===== src/rtl/melody_pkg.sv =====
// Shared types, constants and field helpers for the melody sequencer.

`ifndef MELODY_PKG_MACROS
`define MELODY_PKG_MACROS
// Slice the note field out of a {note, dur} ROM word.
`define MELODY_NOTE(word, note_w, dur_w) word[(note_w)+(dur_w)-1 -: (note_w)]
// Slice the duration field out of a {note, dur} ROM word.
`define MELODY_DUR(word, dur_w) word[(dur_w)-1:0]
`endif

package melody_pkg;

  // Sequencer states.
  typedef enum logic [2:0] {
    ST_IDLE  = 3'd0,
    ST_FETCH = 3'd1,
    ST_LOAD  = 3'd2,
    ST_PLAY  = 3'd3,
    ST_GAP   = 3'd4
  } state_t;

  // Note index that silences the tone generator.
  localparam int unsigned NOTE_REST = 0;

  // Counter must hold both a full duration and the articulation gap.
  function automatic int unsigned cnt_width(input int unsigned dur_w,
                                            input int unsigned gap_ms);
    int unsigned gap_w;
    gap_w = $clog2(gap_ms + 1);
    return (gap_w > dur_w) ? gap_w : dur_w;
  endfunction

endpackage


===== src/rtl/edge_detect_rise.sv =====
// Single-bit synchronous rising-edge detector.

module edge_detect_rise (
  input  logic clk,
  input  logic rst,
  input  logic d,
  output logic rise
);

  logic d_q;

  // Remember last cycle's level.
  always_ff @(posedge clk or posedge rst) begin
    if (rst) begin
      d_q <= 1'b0;
    end else begin
      d_q <= d;
    end
  end

  // High for the one cycle where d has just gone from 0 to 1.
  always_comb begin
    rise = d & ~d_q;
  end

endmodule


===== src/rtl/melody_sequencer.sv =====
// Walks a {note, dur} song ROM, timing each note in 1 ms ticks and inserting
// a silent articulation gap after every note.

module melody_sequencer
  import melody_pkg::*;
#(
  parameter int unsigned ADDR_W = 8,
  parameter int unsigned NOTE_W = 6,
  parameter int unsigned DUR_W  = 10,
  parameter int unsigned GAP_MS = 20
) (
  input  logic                    clk,
  input  logic                    rst,
  input  logic                    clk_1ms,
  input  logic                    start,
  input  logic                    stop,
  input  logic                    pause,
  input  logic                    loop,
  output logic [ADDR_W-1:0]       rom_addr,
  input  logic [NOTE_W+DUR_W-1:0] rom_data,
  output logic [NOTE_W-1:0]       note,
  output logic                    note_start,
  output logic                    playing,
  output logic                    done
);

  localparam int unsigned     CNT_W     = cnt_width(DUR_W, GAP_MS);
  localparam logic [CNT_W-1:0]  GAP_CNT   = CNT_W'(GAP_MS);
  localparam logic [CNT_W-1:0]  CNT_ONE   = CNT_W'(1);
  localparam logic [ADDR_W-1:0] ADDR_LAST = '1;
  localparam logic [NOTE_W-1:0] REST      = NOTE_W'(NOTE_REST);

  state_t state_q, state_d;

  logic [ADDR_W-1:0] addr_q, addr_d;
  logic [NOTE_W-1:0] note_q, note_d;
  logic [CNT_W-1:0]  cnt_q, cnt_d;
  logic              note_start_q, note_start_d;
  logic              done_q, done_d;

  logic [NOTE_W-1:0] rom_note;
  logic [DUR_W-1:0]  rom_dur;
  logic              tick_raw;
  logic              tick;
  logic              advance;
  logic              end_song;

  // 1 ms tick: rising edge of the divided clock, sampled in the system domain.
  edge_detect_rise u_tick_edge (
    .clk  (clk),
    .rst  (rst),
    .d    (clk_1ms),
    .rise (tick_raw)
  );

  // Split the ROM word and qualify ticks: only count while timing and not paused.
  always_comb begin
    rom_note = `MELODY_NOTE(rom_data, NOTE_W, DUR_W);
    rom_dur  = `MELODY_DUR(rom_data, DUR_W);
    tick     = tick_raw & ~pause & ((state_q == ST_PLAY) || (state_q == ST_GAP));
  end

  // State register.
  always_ff @(posedge clk or posedge rst) begin
    if (rst) begin
      state_q <= ST_IDLE;
    end else begin
      state_q <= state_d;
    end
  end

  // Next-state and datapath update: stop overrides everything, then the
  // per-state action, then the shared advance / end-of-song resolution.
  always_comb begin
    state_d      = state_q;
    addr_d       = addr_q;
    note_d       = note_q;
    cnt_d        = cnt_q;
    note_start_d = 1'b0;
    done_d       = 1'b0;
    advance      = 1'b0;
    end_song     = 1'b0;

    if (stop) begin
      state_d = ST_IDLE;
      addr_d  = '0;
      note_d  = REST;
      cnt_d   = '0;
    end else begin
      unique case (state_q)
        ST_IDLE: begin
          if (start) begin
            addr_d  = '0;
            state_d = ST_FETCH;
          end
        end

        // Registered ROM needs one cycle for the word at addr_q to appear.
        ST_FETCH: begin
          state_d = ST_LOAD;
        end

        ST_LOAD: begin
          if (rom_dur == '0) begin
            end_song = 1'b1;
          end else begin
            note_d       = rom_note;
            cnt_d        = CNT_W'(rom_dur);
            note_start_d = 1'b1;
            state_d      = ST_PLAY;
          end
        end

        ST_PLAY: begin
          if (tick) begin
            if (cnt_q == CNT_ONE) begin
              if (GAP_MS > 0) begin
                note_d  = REST;
                cnt_d   = GAP_CNT;
                state_d = ST_GAP;
              end else begin
                advance = 1'b1;
              end
            end else begin
              cnt_d = cnt_q - CNT_ONE;
            end
          end
        end

        ST_GAP: begin
          if (tick) begin
            if (cnt_q == CNT_ONE) begin
              advance = 1'b1;
            end else begin
              cnt_d = cnt_q - CNT_ONE;
            end
          end
        end

        default: begin
          state_d = ST_IDLE;
        end
      endcase

      // Running off the last ROM word ends the song just like a dur==0 word.
      if (advance) begin
        if (addr_q == ADDR_LAST) begin
          end_song = 1'b1;
        end else begin
          addr_d  = addr_q + 1'b1;
          state_d = ST_FETCH;
        end
      end

      if (end_song) begin
        if (loop) begin
          addr_d  = '0;
          state_d = ST_FETCH;
        end else begin
          note_d  = REST;
          done_d  = 1'b1;
          state_d = ST_IDLE;
        end
      end
    end
  end

  // Datapath registers: address, current note, ms counter and event pulses.
  always_ff @(posedge clk or posedge rst) begin
    if (rst) begin
      addr_q       <= '0;
      note_q       <= REST;
      cnt_q        <= '0;
      note_start_q <= 1'b0;
      done_q       <= 1'b0;
    end else begin
      addr_q       <= addr_d;
      note_q       <= note_d;
      cnt_q        <= cnt_d;
      note_start_q <= note_start_d;
      done_q       <= done_d;
    end
  end

  // Outputs: everything registered except playing, decoded from the state.
  always_comb begin
    rom_addr   = addr_q;
    note       = note_q;
    note_start = note_start_q;
    done       = done_q;
    playing    = (state_q != ST_IDLE);
  end

endmodule


===== config.mk =====
export PLATFORM = sky130hd
export DESIGN_NAME = melody_sequencer
export DESIGN_NICKNAME = d
export VERILOG_FILES = /design/src/rtl/melody_pkg.sv /design/src/rtl/edge_detect_rise.sv /design/src/rtl/melody_sequencer.sv
export SDC_FILE = /design/constraint.sdc
export NUM_CORES = 1
export LEC_CHECK = 0
export ABC_AREA = 1
export BUFFER_PORTS_ARGS = -buffer_cell sky130_fd_sc_hd__buf_2
export CORE_UTILIZATION = 58
export CTS_BUF_LIST = sky130_fd_sc_hd__clkbuf_4
export DETAILED_ROUTE_END_ITERATION = 7
export PLACE_DENSITY = 0.85
export SYNTH_ARGS = -nofsm -noshare
export SYNTH_HDL_FRONTEND = slang
export SYNTH_SLANG_ARGS = --single-unit
export TNS_END_PERCENT = 100

===== constraint.sdc =====
create_clock -name clk -period 2.1 [get_ports clk]
set_input_delay 0.105 -clock clk [delete_from_list [all_inputs] [get_ports clk]]
set_output_delay 0.105 -clock clk [all_outputs]
set_load 0.1 [all_outputs]

==> metrics <==
flop and latch count out of synthesis=30; CTS tree=built; H-tree depth=2; Period minus WS final=1.83 ns; buffer count from post-CTS setup fixing=0; Post-DP Area=2560 µm²; first-pass GRT wire length=between 8 and 9 mm; Tcrit/Tclk final=between 80% and 90%; drt pass-1 iters=5; dpl cells=slightly above 400; post-synthesis sequential area ratio=32.4%; gr ovfl total=0; vias in the first global route=2,075; Mapped Area=about 2300 µm²; Slew @ Worst Pin=approximately 0.49 ns; top cells by area, synth=dfrtp_1, nand2_1, nor2_1; Site Rows=22; Post-synth EDFFs=0; Diodes inserted=0; Worst path depth=11; CTS max path bufs=2; CP Launch Type=flop; Remaining DRCs=0; HPWL Detailed=3.78 mm; Fin Clk Skew=0.00867 ns; RSZ-0062 raised after global routing=false; Syn-to-layout area delta=14.4%; Die Span X=65.2 µm; worst setup margin=0.274 ns; Util after Layout=a little over two thirds; Worst-path clk slew=around 0.10 ns; Peak VDD IR=0.000354 V; synth cell count leaders=nand2_1, nor2_1, inv_1, dfrtp_1; cell count after synthesis=322; port bufs=39; Crit Path Category=reg -> reg; later-pin clock latency in the skew report=0.35 ns; CP Buf/Inv Count=2; Starting Density=61.8%; final WL=5.12 mm; Final Max Tran Viols=0; CP most frequent cell=nor2_1; most common cell in the synthesized netlist=nand2_1; synth unique cells=36; Sum Neg Setup Slack=0 ns; GRT Resource Usage Total=about 27%; wire per inst=12.2 µm; clock sinks=30; hold path cells=2; CP max stage delay=roughly 0.40 ns; Via density=between 5 and 6; Ports=40; Core ar.=~3700 µm²; Final #Nets=between 300 and 400; CTS Root Cell=clkbuf_4; worst hold path class=in -> reg; maximum clock rate=between 500 and 600 MHz; CP Capture Type=flop; Ys Warns=0; CTS Buf Count=5; biggest fanout along the worst timing path=6; worst-path cell chain=inv_1 > ha_1 > inv_1 > nor2_1 > nand2_4 > o21bai_2 > nand2_1 > nor2_2 > nor2_1 > nor2_1 > nor2_1; Slew HR=roughly two thirds; Arrival @ worst endpoint=about 2.1 ns; fin area=approximately 2600 µm²; DR iter-0 viols=between 100 and 150; Lkg Pwr=approximately 1.5 nW; pin count of the biggest net entering global routing=31; via count=between 2,000 and 2,500; power after layout=1.51 mW; layout cell share with drive strength beyond 1=approximately 29%; Die Y=around 65 µm; syn avg cell area=a little over 7 µm²; initial antenna violation count=0; Fin Hold WS=~0.048 ns; status=completed; Reg2Reg Depth=11; CP delay by family, top=simple AND/OR/NAND/NOR gates; Req. time, crit path=about 2.3 ns; fin cells=420; Final Hold Vio Count=0; Final ANT Viol Nets=0; syn nets=around 350; Worst path slowest cell=dfrtp_1; number of max-cap violations=0; Final setup viols=0; PwrDens=570 nW/µm²; PostCTS Resize Cnt=0; Top FF cell, synth=dfrtp_1; Die ar.=4250 µm²; top cell type's share of synthesized area=around a third; biggest area consumer among synthesized cells=dfrtp_1; asr flop ratio synth=between 90% and 100%; pre-CTS WS=between 0.2 and 0.3 ns; GPL Wtd Cong=between 0.8 and 0.9
## kinds of logic after synthesis
logic type | synth area share (%)
flops | 32.4
fa+ha+maj | 1.62
simple gates | 49.3
compound gates | 4.38
xor+xnor | 3.41
buf+inv | 8.87
## layout make-up
cell class	count	area, µm²
repair buffers	45	248
clock inverters	3	16.3
fillers	323	1100
clock buffers	5	37.5
inverters	46	173
well taps	48	60.1
multi-input cells	243	1360
flip-flops and latches	30	754
## sequential cells by signal (all words and copies together) (netlist names)
register,count
cnt_q,10
note,6
note_start,1
state_q,3
rom_addr,8
u_tick_edge.d_q,1
done,1
## repair_timing
item / 4_1_cts / 5_1_grt
setup endpoints to repair: 0 / 0
hold buffers: 3 / 0
hold endpoints to repair: 32 / 0
## placed cells by master, fill, tap and decap left out, types with 2 or more instances in the layout
master and count:
nor2_4 6, dfrtp_2 3, nand3_1 15, nand4_1 7, nand3_2 15, dfrtp_1 27
ha_1 3, clkinv_1 2, nor2_1 56, nand2_1 88, nand2_2 10, inv_1 38
nor2_2 4, dlygate4sd3_1 3, o21ai_0 9, nand2_4 3, xor2_1 6, buf_2 39
buf_4 3, inv_2 7, o21ai_1 2, xnor2_1 3, nor2_8 2, clkbuf_4 5
## worst paths after layout
check,from,end,slack [ns]
max in group asynchronous,rst,rom_addr[1]$_DFF_PP0_,1.42
hold / removal,stop,done$_DFF_PP0_,0.05
setup reg to reg,cnt_q[1]$_DFFE_PP0P_,note[5]$_DFF_PP0_,0.27
setup / recovery,cnt_q[1]$_DFFE_PP0P_,note[5]$_DFF_PP0_,0.27
min in group asynchronous,rst,cnt_q[6]$_DFFE_PP0P_,0.37
hold reg to reg,cnt_q[1]$_DFFE_PP0P_,cnt_q[1]$_DFFE_PP0P_,0.53
## power by group
part / internal (mW) / switching (mW) / total [mW] / leakage [nW]
Combinational: 0.152 / 0.373 / 0.524 / 1.05
Sequential: 0.609 / 0.0390 / 0.648 / 0.405
Clock: 0.124 / 0.212 / 0.336 / 0.0286
Total: 0.885 / 0.623 / 1.51 / 1.49
## metal layers
layer / part of all wire (%) / track usage (%) / up-vias
met3: 5.7 / 3.65 / 10
li1: - / - / 1098
met5: 0 / 0 / -
met1: 43 / 33.4 / 1006
met2: 50 / 47.1 / 55
met4: 1.4 / 13.0 / 0
No activity file was read; power rests on OpenSTA's default activity.
